$ cat src/rtl/uart_rx.sv
// 8N1 UART receiver: two-flop input synchronizer, mid-bit sampling from a
// half-bit start qualification, registered byte/strobe outputs.
module uart_rx #(
  parameter int CLKS_PER_BIT = 434
) (
  input  logic       clk,
  input  logic       rst_n,
  input  logic       rx,
  output logic [7:0] data_out,
  output logic       new_data,
  output logic       frame_err,
  output logic       busy
);

  localparam logic [15:0] HALF_LAST = 16'(CLKS_PER_BIT / 2 - 1);
  localparam logic [15:0] BIT_LAST  = 16'(CLKS_PER_BIT - 1);

  typedef enum logic [2:0] {IDLE, START, DATA, STOP, BREAK} state_t;

  state_t      state_reg, state_next;
  logic        rx_meta_reg, rx_sync_reg;
  logic [15:0] clk_cnt_reg, clk_cnt_next;
  logic [2:0]  bit_idx_reg, bit_idx_next;
  logic [7:0]  shift_reg, shift_next;
  logic [7:0]  data_out_reg, data_out_next;
  logic        new_data_reg, new_data_next;
  logic        frame_err_reg, frame_err_next;

  always_ff @(posedge clk) begin
    if (!rst_n) begin
      rx_meta_reg   <= 1'b1;
      rx_sync_reg   <= 1'b1;
      state_reg     <= IDLE;
      clk_cnt_reg   <= '0;
      bit_idx_reg   <= '0;
      shift_reg     <= '0;
      data_out_reg  <= '0;
      new_data_reg  <= 1'b0;
      frame_err_reg <= 1'b0;
    end else begin
      rx_meta_reg   <= rx;
      rx_sync_reg   <= rx_meta_reg;
      state_reg     <= state_next;
      clk_cnt_reg   <= clk_cnt_next;
      bit_idx_reg   <= bit_idx_next;
      shift_reg     <= shift_next;
      data_out_reg  <= data_out_next;
      new_data_reg  <= new_data_next;
      frame_err_reg <= frame_err_next;
    end
  end

  always_comb begin
    state_next     = state_reg;
    clk_cnt_next   = clk_cnt_reg;
    bit_idx_next   = bit_idx_reg;
    shift_next     = shift_reg;
    data_out_next  = data_out_reg;
    new_data_next  = 1'b0;
    frame_err_next = 1'b0;

    case (state_reg)
      IDLE: begin
        if (!rx_sync_reg) begin
          state_next   = START;
          clk_cnt_next = '0;
        end
      end
      START: begin
        // A line back high at mid start bit is treated as a glitch.
        if (clk_cnt_reg == HALF_LAST) begin
          clk_cnt_next = '0;
          bit_idx_next = '0;
          state_next   = rx_sync_reg ? IDLE : DATA;
        end else begin
          clk_cnt_next = clk_cnt_reg + 16'd1;
        end
      end
      DATA: begin
        if (clk_cnt_reg == BIT_LAST) begin
          shift_next[bit_idx_reg] = rx_sync_reg;
          clk_cnt_next            = '0;
          bit_idx_next            = 3'(bit_idx_reg + 3'd1);
          if (bit_idx_reg == 3'd7) begin
            state_next = STOP;
          end
        end else begin
          clk_cnt_next = clk_cnt_reg + 16'd1;
        end
      end
      STOP: begin
        if (clk_cnt_reg == BIT_LAST) begin
          clk_cnt_next = '0;
          if (rx_sync_reg) begin
            data_out_next = shift_reg;
            new_data_next = 1'b1;
            state_next    = IDLE;
          end else begin
            frame_err_next = 1'b1;
            state_next     = BREAK;
          end
        end else begin
          clk_cnt_next = clk_cnt_reg + 16'd1;
        end
      end
      BREAK: begin
        // Wait out a held-low line so it cannot be mistaken for new frames.
        if (rx_sync_reg) begin
          state_next = IDLE;
        end
      end
      default: begin
        state_next = IDLE;
      end
    endcase
  end

  assign data_out  = data_out_reg;
  assign new_data  = new_data_reg;
  assign frame_err = frame_err_reg;
  assign busy      = (state_reg != IDLE);

endmodule

$ cat config.mk
export PLATFORM = sky130hd
export DESIGN_NAME = uart_rx
export DESIGN_NICKNAME = d
export VERILOG_FILES = /design/src/rtl/uart_rx.sv
export SDC_FILE = /design/constraint.sdc
export NUM_CORES = 1
export LEC_CHECK = 0
export CAP_MARGIN = 10
export CORE_MARGIN = 2
export CORE_UTILIZATION = 50
export DETAILED_ROUTE_END_ITERATION = 8
export GPL_ROUTABILITY_DRIVEN = 0
export PLACE_DENSITY = 0.7
export SETUP_SLACK_MARGIN = 0.15
export SLEW_MARGIN = 25
export SYNTH_ARGS = -nofsm -noshare
export SYNTH_HDL_FRONTEND = slang
export SYNTH_SLANG_ARGS = --single-unit
$ cat constraint.sdc
create_clock -name clk -period 4.6 [get_ports clk]
set_clock_uncertainty 0.1 [all_clocks]
set_input_delay 0.69 -clock clk [delete_from_list [all_inputs] [get_ports clk]]
set_output_delay 0.69 -clock clk [all_outputs]
set_load 0.1 [all_outputs]
# Word level (Yosys, flattened, before mapping)
# Cells that the tools add are included.
# Widths: inputs -> output; s select.
# totals
input_bits	3
out_inout_bits	11
elab_cells	59
regBits	42
# op_classes
order_cmp	2
addsub	2
reduce_logical	12
n_mux	21
eq_ne	13
# ops
op	n
$mux 16	3
$pmux 16 s3	1
$mux 3	9
$add 16x1->16 const B	1
$eq 16x8->1 const B	1
$eq 16x9->1 const B	1
$pmux 3 s5	1
$ne 2x2->1 const B	6
$reduce_and 3->1	3
$bwmux 8	1
$eq 3x2->1 const B	2
$eq 3x3->1 const B	2
$pmux 3 s2	1
$reduce_and 6->1	1
$reduce_bool 3->1	2
$lt 3x4->1 const B	1
$reduce_and 2->1	2
$add 3x1->3 const B	1
$demux 1 s3	1
$eq 3x1->1 const B	1
$ge 3x1->1 const B	1
$logic_not 3->1	1
$mux 1	3
$mux 2	1
other kinds (3)	3

# Longest topological paths before layout
# Gate-level depths: netlist (run 1).
# logic_depth
ltp_word	5
depth_mapped	9
mapped_depth_nobuf	7

# Worst setup path after synthesis (run 1)
# No wires, ideal clock.
# synth_path
kind	register to register
start	register clk_cnt_reg[14]
end	register shift_reg[5]
path_stages_with_launch	7
path_slack_ps	2231
arrival_ps	2136
setup_ps	132
n_path_buf	1
period_less_slack_ps	2369
required_ps	4368
cell_sequence	dfxtp_1 > or4_4 > or4_1 > buf_2 > nor4_4 > a31o_2 > a21oi_1
# synth_between
elab_chain_len	2
# synth_rtl
item	line_no	rtl
start, declared	22	logic [15:0] clk_cnt_reg, clk_cnt_next;
start signal, assigned	44	clk_cnt_reg <= clk_cnt_next;
$eq 16x9->1	80	if (clk_cnt_reg == BIT_LAST) begin
$reduce_and 2->1 (no line)	--	
end signal, assigned	46	shift_reg <= shift_next;
end, declared	24	logic [7:0] shift_reg, shift_next;
# No other way between the ends.
# A chain may end at the register's enable or synchronous reset.

# Worst setup path after layout (run 1)
# layout_path
start	register state_reg[0]
end	output port busy
# layout_between
elab_chain_len	1
# layout_rtl
item	line_no	rtl
start, declared	20	state_t state_reg, state_next;
start signal, assigned	43	state_reg <= state_next;
$reduce_bool 3->1	121	assign busy = (state_reg != IDLE);
end, declared	12	output logic busy
# No other way between the ends.

==> results of run 1 <==
layout make-up:
class | instances | area, µm² | share of cell area, %
Clock buffer | 6 | 82.6 | 3.52
Clock inverter | 2 | 60.1 | 2.56
Inverter | 8 | 30.0 | 1.28
Multi-Input combinational cell | 187 | 1130 | 48.0
Sequential cell | 42 | 841 | 35.8
Tap cell | 50 | 62.6 | 2.67
Timing Repair Buffer | 15 | 145 | 6.18
layout by cell type (no fill, tap or decap), types with 2 or more instances in the layout:
cell             synthesis  routed
inv_1                    7       7
a31oi_1                 10      10
nand2_1                 33      33
clkbuf_8                 0       6
o22ai_1                  4       4
nand3b_1                 2       2
nand2b_1                 6       6
nor4_1                   3       3
a21oi_1                 13      13
clkdlybuf4s50_1          0      13
nor3_1                   7       7
nor2_1                  17      17
dfxtp_1                 42      42
nand3_1                 22      22
nor2b_1                  5       5
xnor2_1                  2       2
o21ai_0                 14      14
ha_1                     5       5
or3_1                    2       2
nand4_1                 10      10
or4_1                    2       2
buf_4                    0       2
mux2i_1                  7       7
or3b_2                   2       2
a21bo_2                  3       3
bufinv_16                0       2
final timing paths:
path | to | slack [ns]
setup / recovery | busy | 1.62
hold / removal | rx_sync_reg | 0.32
setup reg to reg | data_out[4] | 1.89
hold reg to reg | rx_sync_reg | 0.32
worst max-delay path: stages (launching register included):
cell,delay [ns]
dfxtp_1,0.58
or3_1,0.19
clkdlybuf4s50_1,1.13
cells by family after synthesis:
group | share of synthesized area (%)
and+or+nand+nor | 30.0
buffers and inverters | 4.09
adders and majority gates | 3.05
DFF | 41.0
muxes | 3.97
xor gates and xnor gates | 1.28
AOI/OAI and AO/OA | 16.6
stage by stage:
step | total power, mW | instances | setup slack, ns
finish | 0.755 | 310 | 1.62
floorplan | 0.397 | 251 | 2.23
global placement | 0.405 | 302 | 1.78
global route | 0.779 | 310 | 1.54
detailed placement | 0.405 | 302 | 1.72
CTS | 0.759 | 310 | 1.61
routing by layer:
| layer | GRT usage, % | wire length (µm) | part of all wire, % |
|---|---|---|---|
| met5 | 0 | 0 | 0 |
| met1 | 32.9 | 2260 | 52 |
| met4 | 6.50 | 55 | 1.3 |
| met2 | 30.6 | 1830 | 43 |
| met3 | 5.10 | 162 | 3.8 |
where the power goes:
group | switching, mW | internal, mW
Clock | 0.127 | 0.231
Sequential | 0.00330 | 0.365
Combinational | 0.0199 | 0.00892
Total | 0.150 | 0.605
==> parameters.txt, run 1 <==
Parameter                              Value

Clocking
  Root cell of the clock tree ... clkbuf_8
  H-tree level count ... 2
  Clock net sink count ... between 40 and 50
  Number of buffers added to fix hold violations after cts ... 0
  Clock slew at the register clock pins of the worst setup and hold paths ... 0.08 ns
  TritonCTS clock tree ... yes
  Number of CTS-inserted buffers ... 5
  Clock network latency to the later pin of the worst-skew pair ... about 0.29 ns
  Clock Path Buffers ... 2
  Setup bufs post-CTS ... 0
  Quantity of gates resized following cts ... 0

Timing
  Upper clock frequency limit ... about 340 MHz
  Final max-slew violation count ... 0
  Number of failing hold endpoints at the final stage ... 0
  Final clock period utilization by the worst path ... around two thirds
  Minimum period implied by the final worst setup slack ... 2.98 ns
  Worst hold slack after final layout ... between 0.3 and 0.4 ns
  Actual slew at the worst max-slew pin ... between 0.9 and 1 ns
  Setup repair after global routing missed its margin ... false
  Total negative slack for setup checks ... 0 ns
  Headroom to the max-slew limit ... 33.6%
  Final count of negative-setup-slack endpoints ... 0

Die
  Site row count ... 23
  DIE AREA ... 4630 µm²
  Starting density of the core ... between 50% and 60%
  Area inside the core boundary ... just under 4000 µm²
  Horiz. Die Dim ... around 70 µm
  Die Ht ... 68.0 µm
  Boundary Pins ... 14

Critical path
  Required time reported for the critical path endpoint ... about 3.8 ns
  Kind of start point of the critical path ... flop
  Endpoint kind of the worst setup timing path ... output pin
  Arrival time reported for the critical path endpoint ... about 2.2 ns
  Maximum fanout along the worst path ... 13
  Critical Path Source ... state_reg[0]
  Worst Reg2Reg Path Length in Cells ... 5
  Classification of the worst setup path ... flop to output pin
  Reg-to-reg critical path startpoint ... clk_cnt_reg[11]

Global route
  Via count of the first global-routing pass ... around 1600
  Pin count of the biggest net entering global routing ... 22
  First-pass GRT wire length ... between 7 and 8 mm
  All-layer global routing usage ... 21.8%
  Initial antenna violation count ... 0
  Congestion Overflow GR ... 0

Drt
  Antenna-violating nets left ... 0
  Residual DRC ... 0
  Overall via count from detail_route ... roughly 1700
  Detailed-router iteration count before antenna repair ... 4
  Via count normalized by instance count ... around 5.6
  Wire per inst ... 13.9 µm
  Routed Wire Length ... roughly 4.3 mm
  Iteration-0 DRC count of the detailed router ... 181

Outcome
  Outcome ... complete, no violations

Layout
  Fraction of final layout cells with drive strength greater than 1 ... between 8 and 9%
  Post-synthesis to final-layout area growth ... 14.5%
  Final instance area ... about 2300 µm²
  FILL cells ... roughly 350
  Max FFs per register ... 16
  Util after Layout ... between 50 and 60%
  Count of antenna diodes in the layout ... 0
  Net count, final ... about 270

Yosys
  Distinct cell type count after synthesis ... 44
  Netlist area before placement ... 2050 µm²
  Primary flip-flop cell chosen by synthesis mapping ... dfxtp_1
  Portion of the post-synthesis area used by sequential elements ... just over 40%
  Number of nets produced by synthesis ... about 260
  Synth top area cells ... dfxtp_1 (41%), nand2_1 (6.0%), nand3_1 (5.4%)
  Synth warn ... 0
  Cell accounting for the most synthesized area ... dfxtp_1
  Yosys top cell area share ... around two fifths
  Number of synthesized register bits ... 42
  Most instantiated library cell after synthesis ... dfxtp_1
  Gate Count Post-Synth ... 251
  Synth async-reset ratio ... 0%
  Leading post-synthesis cells by instance count ... dfxtp_1 (42), nand2_1 (33), nand3_1 (22)
  Mean area per synthesized cell ... approximately 8 µm²
  Count of flip-flops with a built-in enable after synthesis ... 0

Min path
  Hold/Removal Path Class ... flop to flop
  Worst Hold Depth ... 1
  Startpoint of the worst hold path ... rx_meta_reg

Placed design
  Instance area at placement ... 2200 µm²
  Placed wire-length estimate after detailed placement ... between 2 and 3 mm
  Port Buffer Count ... 13

Power
  Peak supply drop ... ~220 µV
  Leak pwr ... ~0.76 nW
  Power per cell area ... 322 nW/µm²

Run
  Number of max-capacitance violations reported ... 0
Power figures use the tool's default switching activity.
==> inputs of run 2 (changes only) <==
Settings changed: PLACE_DENSITY 0.7 to 0.73.
Clock period 4.6 ns to 2.7 ns, I/O delays scaled along.
==> parameters.txt, run 2 (synthesized netlist as in run 1, its figures left out) <==
Parameter                              Value

Layout
  Final std cells w/o fill ... 320 (was 310)
  Most common cell after layout, fill and taps aside ... dfxtp_1 (unchanged)
  Max FFs per register ... 16 (unchanged)
  Fraction of final layout cells with drive strength greater than 1 ... 15.9% (was 8.08%)
  Net count, final ... 277 (was 267)
  FILL cells ... 375 (was 353)
  Count of antenna diodes in the layout ... 0 (unchanged)
  Top library cells by usage in the layout, fill and taps aside ... dfxtp_1 (42), nand2_1 (33), buf_4 (23) (was dfxtp_1 (42), nand2_1 (33), nand3_1 (22))
  Post-synthesis to final-layout area growth ... 15.3% (was 14.5%)

Die
  Die Ht ... 68.0 µm (unchanged)
  Starting density of the core ... 51.6% (unchanged)
  Site row count ... 23 (unchanged)
  DIE AREA ... 4630 µm² (unchanged)
  Boundary Pins ... 14 (unchanged)
  Horiz. Die Dim ... 68.0 µm (unchanged)
  Area inside the core boundary ... 3970 µm² (unchanged)

Clocking
  Clock network latency to the later pin of the worst-skew pair ... 0.31 ns (was 0.29 ns)
  Root cell of the clock tree ... clkbuf_8 (unchanged)
  H-tree level count ... 2 (unchanged)
  Clock slew at the register clock pins of the worst setup and hold paths ... 0.08 ns (about the same)
  Clock Path Buffers ... 2 (unchanged)
  Clock net sink count ... 42 (unchanged)
  TritonCTS clock tree ... yes (unchanged)
  Number of buffers added to fix hold violations after cts ... 0 (unchanged)
  Setup bufs post-CTS ... 0 (unchanged)
  Number of CTS-inserted buffers ... 5 (unchanged)

Global route
  Initial antenna violation count ... 0 (unchanged)
  Congestion Overflow GR ... 0 (unchanged)
  First-pass GRT wire length ... 8.07 mm (was 7.64 mm)
  Pin count of the biggest net entering global routing ... 28 (was 22)
  All-layer global routing usage ... 23.3% (was 21.8%)
  Via count of the first global-routing pass ... 1699 (was 1624)

Timing
  Upper clock frequency limit ... around 410 MHz
  Actual slew at the worst max-slew pin ... 0.575 ns (was 0.993 ns)
  Setup repair after global routing missed its margin ... false (unchanged)
  Number of failing hold endpoints at the final stage ... 0 (unchanged)
  Final max-slew violation count ... 0 (unchanged)
  Final count of negative-setup-slack endpoints ... 0 (unchanged)
  Total negative slack for setup checks ... 0 ns (unchanged)
  Final clock period utilization by the worst path ... between 80% and 90%
  Headroom to the max-slew limit ... 61.3% (was 33.6%)
  Worst hold slack after final layout ... 0.317 ns (was 0.325 ns)
  Minimum period implied by the final worst setup slack ... around 2.4 ns

Outcome
  Outcome ... complete, no violations (unchanged)

Critical path
  Maximum fanout along the worst path ... 9 (was 13)
  Endpoint kind of the worst setup timing path ... flop (was output pin)
  Kind of start point of the critical path ... flop (unchanged)
  Arrival time reported for the critical path endpoint ... 2.57 ns (was 2.19 ns)
  Classification of the worst setup path ... flop to flop (was flop to output pin)
  Required time reported for the critical path endpoint ... 2.85 ns (was 3.81 ns)

Drt
  Residual DRC ... 0 (unchanged)
  Iteration-0 DRC count of the detailed router ... 91 (was 181)
  Antenna-violating nets left ... 0 (unchanged)
  Detailed-router iteration count before antenna repair ... 4 (unchanged)
  Overall via count from detail_route ... 1867 (was 1743)
  Routed Wire Length ... 4.76 mm (was 4.31 mm)
  Wire per inst ... 14.9 µm (was 13.9 µm)
  Via count normalized by instance count ... 5.83 (was 5.62)

Run
  Number of max-capacitance violations reported ... 0 (unchanged)

Placed design
  Dpl cells ... 312 (was 302)
  Port Buffer Count ... 13 (unchanged)
  Placed wire-length estimate after detailed placement ... 3.23 mm (was 2.98 mm)

Power
  Design Power ... 1.19 mW (was 0.755 mW)
  Leak pwr ... 0.826 nW (was 0.762 nW)
  Power per cell area ... 501 nW/µm² (was 322 nW/µm²)
  Peak supply drop ... 336 µV (was 216 µV)

Min path
  Hold/Removal Path Class ... flop to flop (unchanged)
[run 2: layout make-up]
| cell class | count | area [µm²] | area share [%] |
|---|---|---|---|
| Clock buffer | 5 | 68.8 | 2.91 |
| Clock inverter | 3 | 40.0 | 1.69 |
| Inverter | 8 | 30.0 | 1.27 |
| Multi-Input combinational cell | 187 | 1130 | 47.8 |
| Sequential cell | 42 | 841 | 35.6 |
| Tap cell | 50 | 62.6 | 2.65 |
| Timing Repair Buffer | 25 | 193 | 8.15 |
[run 2: where the power goes]
group	leakage (nW)	total, mW	internal (mW)	switching (mW)
Combinational	0.429	0.0543	0.0169	0.0373
Clock	0.0579	0.505	0.272	0.232
Sequential	0.339	0.627	0.621	0.00564
Total	0.826	1.19	0.910	0.275
[run 2: final timing paths]
path,startpoint,depth (start not counted),slack [ns],endpoint
setup reg to reg,clk_cnt_reg[1],7,0.27,state_reg[0]
setup / recovery,clk_cnt_reg[1],7,0.27,state_reg[0]
hold reg to reg,rx_meta_reg,1,0.32,rx_sync_reg
hold / removal,rx_meta_reg,1,0.32,rx_sync_reg
[run 2: critical path, cell delays in order, from the launching register on]
cell       delay (ns)
dfxtp_1          0.35
inv_1            0.09
ha_1             0.14
or3b_2           0.48
or4_4            0.50
o2bb2ai_2        0.22
or3_1            0.36
a21boi_1         0.12
[run 2: stage by stage]
stage / util (%) / setup slack [ns] / area (µm²)
6_report: 59.5 / 0.275 / 2360
5_1_grt: 59.5 / 0.157 / 2360
4_1_cts: 59.5 / 0.165 / 2360
3_5_place_dp: 56.7 / 0.164 / 2250
3_3_place_gp: 56.7 / 0.195 / 2250
2_1_floorplan: - / 0.331 / 2050
[run 2: per-layer routing]
layer	vias to the layer above	wire length [µm]	track usage, %
met4	0	59	9.00
met1	870	2230	32.2
li1	941	-	-
met2	50	2220	35.4
met3	6	256	4.93
met5	-	0	0
[run 2: what timing repair did]
action	CTS	global route
pin swaps	1	0
gates resized for setup	0	1
endpoints found under the setup margin	3	12
==> inputs of run 3 (changes only) <==
Settings changed: CAP_MARGIN 10 to default.
==> results of run 3 <==
The final DEF is identical to that of run 2; final timing and power are the same.
